$ cat config.mk
export PLATFORM = sky130hd
export DESIGN_NAME = traffic_density_estimator
export DESIGN_NICKNAME = d
export VERILOG_FILES = /design/src/rtl/traffic_pkg.sv /design/src/rtl/traffic_lane_counter.sv /design/src/rtl/traffic_density_estimator.sv
export SDC_FILE = /design/constraint.sdc
export NUM_CORES = 1
export LEC_CHECK = 0
export CAP_MARGIN = 10
export CORE_MARGIN = 1
export CORE_UTILIZATION = 42
export DETAILED_ROUTE_END_ITERATION = 8
export HOLD_SLACK_MARGIN = 0.03
export PLACE_DENSITY = 0.7
export SYNTH_ARGS = -nofsm -noshare
export SYNTH_HDL_FRONTEND = slang
export SYNTH_SLANG_ARGS = --single-unit
$ cat constraint.sdc
create_clock -name clk -period 2.15 [get_ports clk]
set_input_delay 0.43 -clock clk [delete_from_list [all_inputs] [get_ports clk]]
set_output_delay 0.43 -clock clk [all_outputs]
set_load 0.01 [all_outputs]
$ cat src/rtl/traffic_pkg.sv
// Shared level encodings, default tuning values and the window-end level decision
// used by the lane counters and the downstream signal controller.
package traffic_pkg;

  typedef enum logic [1:0] {
    LVL_LOW  = 2'b00,
    LVL_MED  = 2'b01,
    LVL_HIGH = 2'b10
  } level_e;

  localparam int WINDOW_CYCLES_DEF = 30;
  localparam int TH_MED_DEF        = 4;
  localparam int TH_HIGH_DEF       = 10;
  localparam int HYST_DEF          = 1;
  localparam int STUCK_CYCLES_DEF  = 16;

  localparam int CNT_W = 8;
  localparam int STK_W = 5;

  // Upgrades are immediate; downgrades need the count to drop HYST below the threshold.
  function automatic level_e next_level(input logic [CNT_W-1:0] c, input level_e cur,
                                        input logic fault, input int th_med,
                                        input int th_high, input int hyst);
    int     ci;
    level_e res;
    ci = int'(c);
    if (fault || ci >= th_high)                        res = LVL_HIGH;
    else if (cur == LVL_HIGH && ci >= th_high - hyst)  res = LVL_HIGH;
    else if (ci >= th_med)                             res = LVL_MED;
    else if (cur != LVL_LOW && ci >= th_med - hyst)    res = LVL_MED;
    else                                               res = LVL_LOW;
    return res;
  endfunction

endpackage

$ cat src/rtl/traffic_lane_counter.sv
// One lane: detector synchronizer, rising-edge count per window, stuck-high
// watchdog and the registered density level.
module traffic_lane_counter
  import traffic_pkg::*;
#(
  parameter int TH_MED       = TH_MED_DEF,
  parameter int TH_HIGH      = TH_HIGH_DEF,
  parameter int HYST         = HYST_DEF,
  parameter int STUCK_CYCLES = STUCK_CYCLES_DEF
) (
  input  logic       clk,
  input  logic       rst_n,
  input  logic       car_i,
  input  logic       win_end_i,
  output logic [1:0] level_o,
  output logic       fault_o
);

  localparam logic [STK_W-1:0] STK_LIM = STK_W'(STUCK_CYCLES);

  logic [2:0]       sync_q;      // [0],[1] synchronizer, [2] previous value for edge detect
  logic [2:0]       vld_pipe_q;  // marks when sync_q holds post-reset samples
  logic [CNT_W-1:0] cnt_q, cnt_d, cnt_eff;
  logic [STK_W-1:0] stk_q, stk_d;
  level_e           lvl_q, lvl_d;
  logic             fault_q, fault_d;
  logic             edge_det;

  // Gating on vld_pipe keeps an input already high at reset release from counting.
  assign edge_det = sync_q[1] & ~sync_q[2] & vld_pipe_q[2];

  always_comb begin
    cnt_eff = (edge_det && cnt_q != '1) ? cnt_q + 8'd1 : cnt_q;
    cnt_d   = win_end_i ? '0 : cnt_eff;
    lvl_d   = win_end_i ? next_level(cnt_eff, lvl_q, fault_q, TH_MED, TH_HIGH, HYST) : lvl_q;
    stk_d   = !sync_q[1] ? '0 : (stk_q == '1) ? stk_q : stk_q + 5'd1;
    fault_d = sync_q[1] && (stk_q >= STK_LIM);
  end

  always_ff @(posedge clk or negedge rst_n) begin
    if (!rst_n) begin
      sync_q     <= '0;
      vld_pipe_q <= '0;
      cnt_q      <= '0;
      stk_q      <= '0;
      lvl_q      <= LVL_LOW;
      fault_q    <= 1'b0;
    end else begin
      sync_q     <= {sync_q[1:0], car_i};
      vld_pipe_q <= {vld_pipe_q[1:0], 1'b1};
      cnt_q      <= cnt_d;
      stk_q      <= stk_d;
      lvl_q      <= lvl_d;
      fault_q    <= fault_d;
    end
  end

  assign level_o = lvl_q;
  assign fault_o = fault_q;

endmodule

$ cat src/rtl/traffic_density_estimator.sv
// Three-lane traffic density estimator: shared measurement window, one lane
// counter per detector, and a strobe marking each level update.
module traffic_density_estimator
  import traffic_pkg::*;
#(
  parameter int WINDOW_CYCLES = WINDOW_CYCLES_DEF,
  parameter int TH_MED        = TH_MED_DEF,
  parameter int TH_HIGH       = TH_HIGH_DEF,
  parameter int HYST          = HYST_DEF,
  parameter int STUCK_CYCLES  = STUCK_CYCLES_DEF
) (
  input  logic       clk,
  input  logic       reset,
  input  logic       car_A,
  input  logic       car_B,
  input  logic       car_C,
  output logic [1:0] traffic_A,
  output logic [1:0] traffic_B,
  output logic [1:0] traffic_C,
  output logic       level_valid,
  output logic       fault_A,
  output logic       fault_B,
  output logic       fault_C
);

  localparam int NUM_LANES = 3;
  localparam int WIN_W     = (WINDOW_CYCLES > 1) ? $clog2(WINDOW_CYCLES) : 1;

  logic [WIN_W-1:0]            win_q, win_d;
  logic                        win_end;
  logic                        valid_q;
  logic [NUM_LANES-1:0]        car_vec, fault_vec;
  logic [NUM_LANES-1:0][1:0]   lvl_vec;

  assign win_end = (win_q == WIN_W'(WINDOW_CYCLES - 1));
  assign win_d   = win_end ? '0 : win_q + 1'b1;

  always_ff @(posedge clk or negedge reset) begin
    if (!reset) begin
      win_q   <= '0;
      valid_q <= 1'b0;
    end else begin
      win_q   <= win_d;
      valid_q <= win_end;
    end
  end

  assign car_vec = {car_C, car_B, car_A};

  for (genvar g = 0; g < NUM_LANES; g++) begin : g_lane
    traffic_lane_counter #(
      .TH_MED       (TH_MED),
      .TH_HIGH      (TH_HIGH),
      .HYST         (HYST),
      .STUCK_CYCLES (STUCK_CYCLES)
    ) u_lane (
      .clk       (clk),
      .rst_n     (reset),
      .car_i     (car_vec[g]),
      .win_end_i (win_end),
      .level_o   (lvl_vec[g]),
      .fault_o   (fault_vec[g])
    );
  end

  assign traffic_A   = lvl_vec[0];
  assign traffic_B   = lvl_vec[1];
  assign traffic_C   = lvl_vec[2];
  assign fault_A     = fault_vec[0];
  assign fault_B     = fault_vec[1];
  assign fault_C     = fault_vec[2];
  assign level_valid = valid_q;

endmodule

* Yosys cells after proc, flatten, opt, wreduce, memory -nomap -nowiden
Cells that the tools add are included.
Word-level totals: flip-flop bits (word level) 72, bits of input ports 5, output and inout bits 10, word-level logic and storage cells 107
Cells by class: add/sub/neg operators 7, $lt $le $gt $ge 15, eq/ne operators 13, multiplexer cells 25, bitwise operators 9, reduce and logical (&&, ||, !) cells 18
Operators by type and width (number):
- $ge 8x4->1 const B | 6
- $mux 8 | 6
- $mux 5 | 7
- $add 8x1->8 const B | 3
- $ge 8x2->1 const B | 3
- $ge 8x3->1 const B | 3
- $ne 8x8->1 const B | 3
- $add 5x1->5 const B | 4
- $eq 5x5->1 const B | 4
- $mux 2 | 9
- $ge 5x5->1 const B | 3
- $logic_and 1x1->1 | 12
- $and 1x1->1 | 6
- $eq 2x2->1 const B | 3
- $ne 2x2->1 const B | 3
- $reduce_bool 2->1 | 3
- $logic_or 1x1->1 | 3
- $mux 1 | 3
- $not 1->1 | 3

* Longest topological paths before layout
depth in word-level cells 11, depth in mapped cells 8, gate-level depth less buffers 7

* Modules after synthesis
A second synthesis with hierarchy kept.
Unflattened totals: cell total of the unflattened synthesis 317, area total of the unflattened synthesis 3614.7 µm²
By module, submodules not included:
- traffic_lane_counter (g_lane[1].u_lane ...) | instances 2, cells an instance 100, area each 1122.3 µm²
- traffic_lane_counter (g_lane[0].u_lane) | instances 1, cells an instance 96, area each 1101.1 µm²
- traffic_density_estimator | instances 1, cells an instance 21, area each 269.0 µm²

* Worst setup path after synthesis
No wires, ideal clock.
path type register to register, start point register g_lane[0].u_lane.cnt_q[0], end point register g_lane[0].u_lane.lvl_q[0], setup time 0.127 ns, arrival time 2.057 ns, data required time 2.023 ns, slack -0.034 ns, stages on the path, launching flop included 9, cell sequence dfrtp_1 -> ha_1 -> and3_1 -> a21o_1 -> buf_6 -> or4b_1 -> a41oi_1 -> nand4bb_1 -> o21ai_0
On the way: longest elaborated chain between the ends 9, elaborated cells between the ends (all ways) 15, classes of those cells add/sub (1); order compare (4); eq/ne (1); mux (5); reduce/logical (4)
Ends and longest elaborated chain:
- start: declaration | line traffic_lane_counter.sv:23 | logic [CNT_W-1:0] cnt_q, cnt_d, cnt_eff;
- start signal: assignment | line traffic_lane_counter.sv:51 | cnt_q <= cnt_d;
- branches (longest 2 deep; another with $add 8x1->8)
- $mux 8 * | line traffic_lane_counter.sv:33 | cnt_eff = (edge_det && cnt_q != '1) ? cnt_q + 8'd1 : cnt_q;
- $ge 8x2->1 | line traffic_pkg.sv:30 | else if (cur != LVL_LOW && ci >= th_med - hyst) res = LVL_MED;
- $logic_and 1x1->1 | line traffic_pkg.sv:30
- $mux 1 | line traffic_pkg.sv:30
- $mux 2 | line traffic_pkg.sv:29 | else if (ci >= th_med) res = LVL_MED;
- $mux 2 | line traffic_pkg.sv:28 | else if (cur == LVL_HIGH && ci >= th_high - hyst) res = LVL_HIGH;
- $mux 2 * | line traffic_pkg.sv:27 | if (fault || ci >= th_high) res = LVL_HIGH;
- end signal: assignment | line traffic_lane_counter.sv:53 | lvl_q <= lvl_d;
- end: declaration | line traffic_lane_counter.sv:25 | level_e lvl_q, lvl_d;
Every way passes the cells marked *. A chain may end at the register's enable or synchronous reset.

* Worst setup path in the final report
start point register g_lane[0].u_lane.cnt_q[1], end point register g_lane[0].u_lane.lvl_q[0]
Same word-level chain as after synthesis.

==> impl.org <==
** Placed design
- Post-Place Cell Area :: 3520 µm²
- DP HPWL :: 4220 µm
- Count of buffers inserted at the top-level ports :: 14
- Post-placement cell count :: 421
- Final weighted congestion in routability-driven placement :: 0.879
- At the placement stage, the worst setup path has a slack of 80.9 ps.

** Logic synthesis
- Syn Area/Cell :: approximately 11 µm²
- Total of warnings raised by yosys :: 0
- Cell area after synthesis :: 3170 µm²
- After synthesis, the most frequently instantiated cells are 66 x dfrtp_1, 34 x nor2_1, 18 x nand2_1.
- By area the synthesized netlist is led by dfrtp_1 52%, mux2i_1 4.4%, ha_1 4.3%, nor2_1 4.0%, xnor2_1 3.6%.
- Summed over its instances, the top area cell type makes up a little over half of the synthesized netlist area.
- Cell with the most instances after synthesis :: dfrtp_1
- Main synth FF type :: dfrtp_1
- For this run, asynchronously set or reset flops after synthesis account for 100%.
- Cell accounting for the most synthesized area :: dfrtp_1
- Synthesis inferred 66 register bits.
- Yosys cell types :: 47
- After synthesis, flip-flops and latches occupy 52.1% of the total area.
- The synthesized design contains 0 enable-type register cells.
- When the netlist entered floorplanning its net count stood at 313.
- Synthesized instance count :: 297

** STA
- Final hold violation count :: 0
- Setup violation total in the final timing report :: 0
- Period utilisation layout :: 94.1%
- After layout, the minimum clock period comes to 2020 ps.
- Derived from the worst setup path, the maximum achievable clock frequency is ~490 MHz.
- RSZ-0062 raised after global routing :: no
- Final WS setup :: between 100 and 150 ps
- In the final timing run, aggregate negative setup slack is 0 ps.
- Clock Skew :: 8.42 ps
- Max-slew violation total from the final report :: 0

** Pwr
- IR analysis of the VDD net gives a maximum drop of 0.339 mV.
- Cell Pwr Density :: 885 nW/µm²
- The analysis attributes to cell leakage a power of 1.63 nW.
- The completed layout was analyzed and its total power is 3.29 mW.

** Hold path
- The worst hold path belongs to the class input port to asynchronous set/reset pin.

** GRT
- The initial antenna violation count is 0.
- The number of global-route vias before repair is 2098.
- Maximum number of pins on one net before global-route repair :: 22
- For this run the aggregate overflow at the end of global routing stands at 0.
- Global-route wire length before repair :: 9780 µm
- Global routing used about 16% of the available tracks.

** Routing
- Routed length per placed instance :: 13.3 µm
- The first detailed-routing pass took 4 iterations.
- DRC :: 0
- For this block, the routed nets add up to between 5000 and 6000 µm of wire.
- Dividing the detail-routed via count by the number of cells gives between 5 and 6.
- Total number of vias :: between 2000 and 2500
- The first routing iteration left 132 violations.
- Post-route antenna net violation count :: 0

** Clock network
- The H-tree generated during clock tree synthesis spans 3 levels.
- The longest clock path from root to sink contains 2 buffers.
- Clock-pin slew on the worst setup and hold paths :: 70 ps
- TritonCTS built the clock tree.
- Number of sinks handled by clock tree synthesis :: 66
- Clock buffer count from CTS :: 9
- Clock Latency Late Sink :: roughly 340 ps
- Root cell of the clock tree :: clkbuf_8

** Critical path
- By startpoint and endpoint, the worst setup path is classified as register to register.
- Delay of the slowest cell on the worst path :: approximately 490 ps
- Data required time at the worst endpoint :: between 2000 and 2500 ps
- Maximum fanout count along the critical path :: 3
- Startpoint types :: register
- For the worst setup path, the data arrival time is 2240 ps.
- Cell type of the slowest stage on the worst timing path :: or4b_1
- Traced cell by cell, the critical path runs through ha_2, and3_1, a21o_1, or4b_1, a41oi_2, nand4bb_1, o21ai_0.
- Kind of end point of the critical path :: register

** Final layout
- Antenna diode instance count :: 0
- Final-stage net count :: 350
- Summed area of non-filler cells in the final layout :: 3720 µm²
- Share of cells above drive strength 1 :: 12.1%
- Compared with the post-synthesis result, the final layout area differs by 17.2%.
- After the flow finishes, the layout carries non-filler instances totaling 438.
- Filler cell count in the final layout :: 689

** Floorplanning
- Starting utilization of the core area :: 43.5%
- The die covers 7900 µm².
- In this run the horizontal extent of the chip is a little under 90 µm.
- In this run the core area contains 31 standard-cell rows.
- Vertical die dimension :: 88.9 µm
- 15 I/O pins were placed.
- The total area inside the core boundary comes to 7290 µm².

** Status
- Run status :: finished, final reports clean

** Flow run
- Max-cap viol count :: 0
## flip-flops by register name, indices dropped and copies added (netlist names)
| signal | count |
|---|---|
| g_lane.u_lane.fault_o | 3 |
| g_lane.u_lane.vld_pipe_q | 3 |
| g_lane.u_lane.stk_q | 15 |
| g_lane.u_lane.sync_q | 9 |
| g_lane.u_lane.cnt_q | 24 |
| level_valid | 1 |
| win_q | 5 |
| g_lane.u_lane.level_o | 6 |
## cells by family (layout without fill, tap and decap cells)
family / after synthesis / after routing / synth area share, %
compound gates: 39 / 39 / 8.37
xor+xnor: 20 / 20 / 5.52
fa+ha+maj: 11 / 11 / 4.34
buf+inv: 9 / 51 / 1.30
flops: 66 / 66 / 52.1
mux: 14 / 14 / 4.42
other cells: 1 / 1 / 0.118
simple gates: 137 / 137 / 23.8
## worst max-delay path: cells and delay by family (launching register included)
kind	cells	cell delay, ps
fa+ha+maj	1	180
flops	1	400
simple gates	3	860
compound gates	3	480
## layout make-up
| class | count | area (µm²) | share of cell area (%) |
|---|---|---|---|
| multi-input cells | 222 | 1490 | 40.2 |
| clock buffers | 11 | 141 | 3.80 |
| clock inverters | 5 | 30.0 | 0.808 |
| repair buffers | 30 | 255 | 6.87 |
| inverters | 5 | 18.8 | 0.505 |
| flip-flops and latches | 66 | 1650 | 44.5 |
| well taps | 99 | 124 | 3.33 |
## cell usage in the layout (no fill, tap or decap), drive strengths merged, types with 5 or more instances in the layout
cell type	n
dfrtp	66
mux2i	14
clkdlybuf4s50	13
and3	7
ha	11
and2	16
nand2	18
nor2	34
buf	17
nor2b	7
xnor2	13
inv	5
clkbuf	11
o21ai	12
nand3	13
xor2	7
nor3	5
## power by group
| part | switching (mW) | internal, mW | total (mW) |
|---|---|---|---|
| logic | 0.375 | 0.413 | 0.788 |
| clock network | 0.463 | 0.444 | 0.907 |
| registers | 0.185 | 1.41 | 1.59 |
## timing repair
action                                  CTS  global route
hold buffers                              0             0
endpoints found under the setup margin    0             5
gates resized for setup                   0             8
setup buffers                             0             1
## layer usage
| layer | routed length (µm) | GRT usage (%) | part of all wire [%] | vias to the layer above |
|---|---|---|---|---|
| li1 | - | - | - | 1140 |
| met1 | 2880 | 23.4 | 49 | 1115 |
| met2 | 2650 | 24.3 | 45 | 54 |
| met3 | 210 | 2.99 | 3.6 | 9 |
| met4 | 101 | 6.74 | 1.7 | 0 |
| met5 | 0 | 0 | 0 | - |
## per-stage QoR
step | util (%) | hold WS [ps]
2_1_floorplan | - | 134
3_3_place_gp | 48.3 | 331
3_5_place_dp | 48.3 | 336
4_1_cts | 50.7 | 39.5
5_1_grt | 51.0 | 50.6
6_report | 51.0 | 24.7
## final timing paths
check | start | slack, ps | endpoint | cells after the start
max | g_lane[0].u_lane.cnt_q[1]$_DFF_PN0_ | 130 | g_lane[0].u_lane.level_o[0]$_DFFE_PN0P_ | 7
min | reset | 20 | g_lane[1].u_lane.cnt_q[2]$_DFF_PN0_ | 1
max reg2reg | g_lane[0].u_lane.cnt_q[1]$_DFF_PN0_ | 130 | g_lane[0].u_lane.level_o[0]$_DFFE_PN0P_ | 7
min reg2reg | g_lane[2].u_lane.sync_q[0]$_DFF_PN0_ | 350 | g_lane[2].u_lane.sync_q[1]$_DFF_PN0_ | 0
max in group asynchronous | reset | 1540 | g_lane[1].u_lane.sync_q[1]$_DFF_PN0_ | 2
min in group clk | g_lane[2].u_lane.sync_q[0]$_DFF_PN0_ | 350 | g_lane[2].u_lane.sync_q[1]$_DFF_PN0_ | 0
Note: power is estimated with default switching activity, not from simulation.
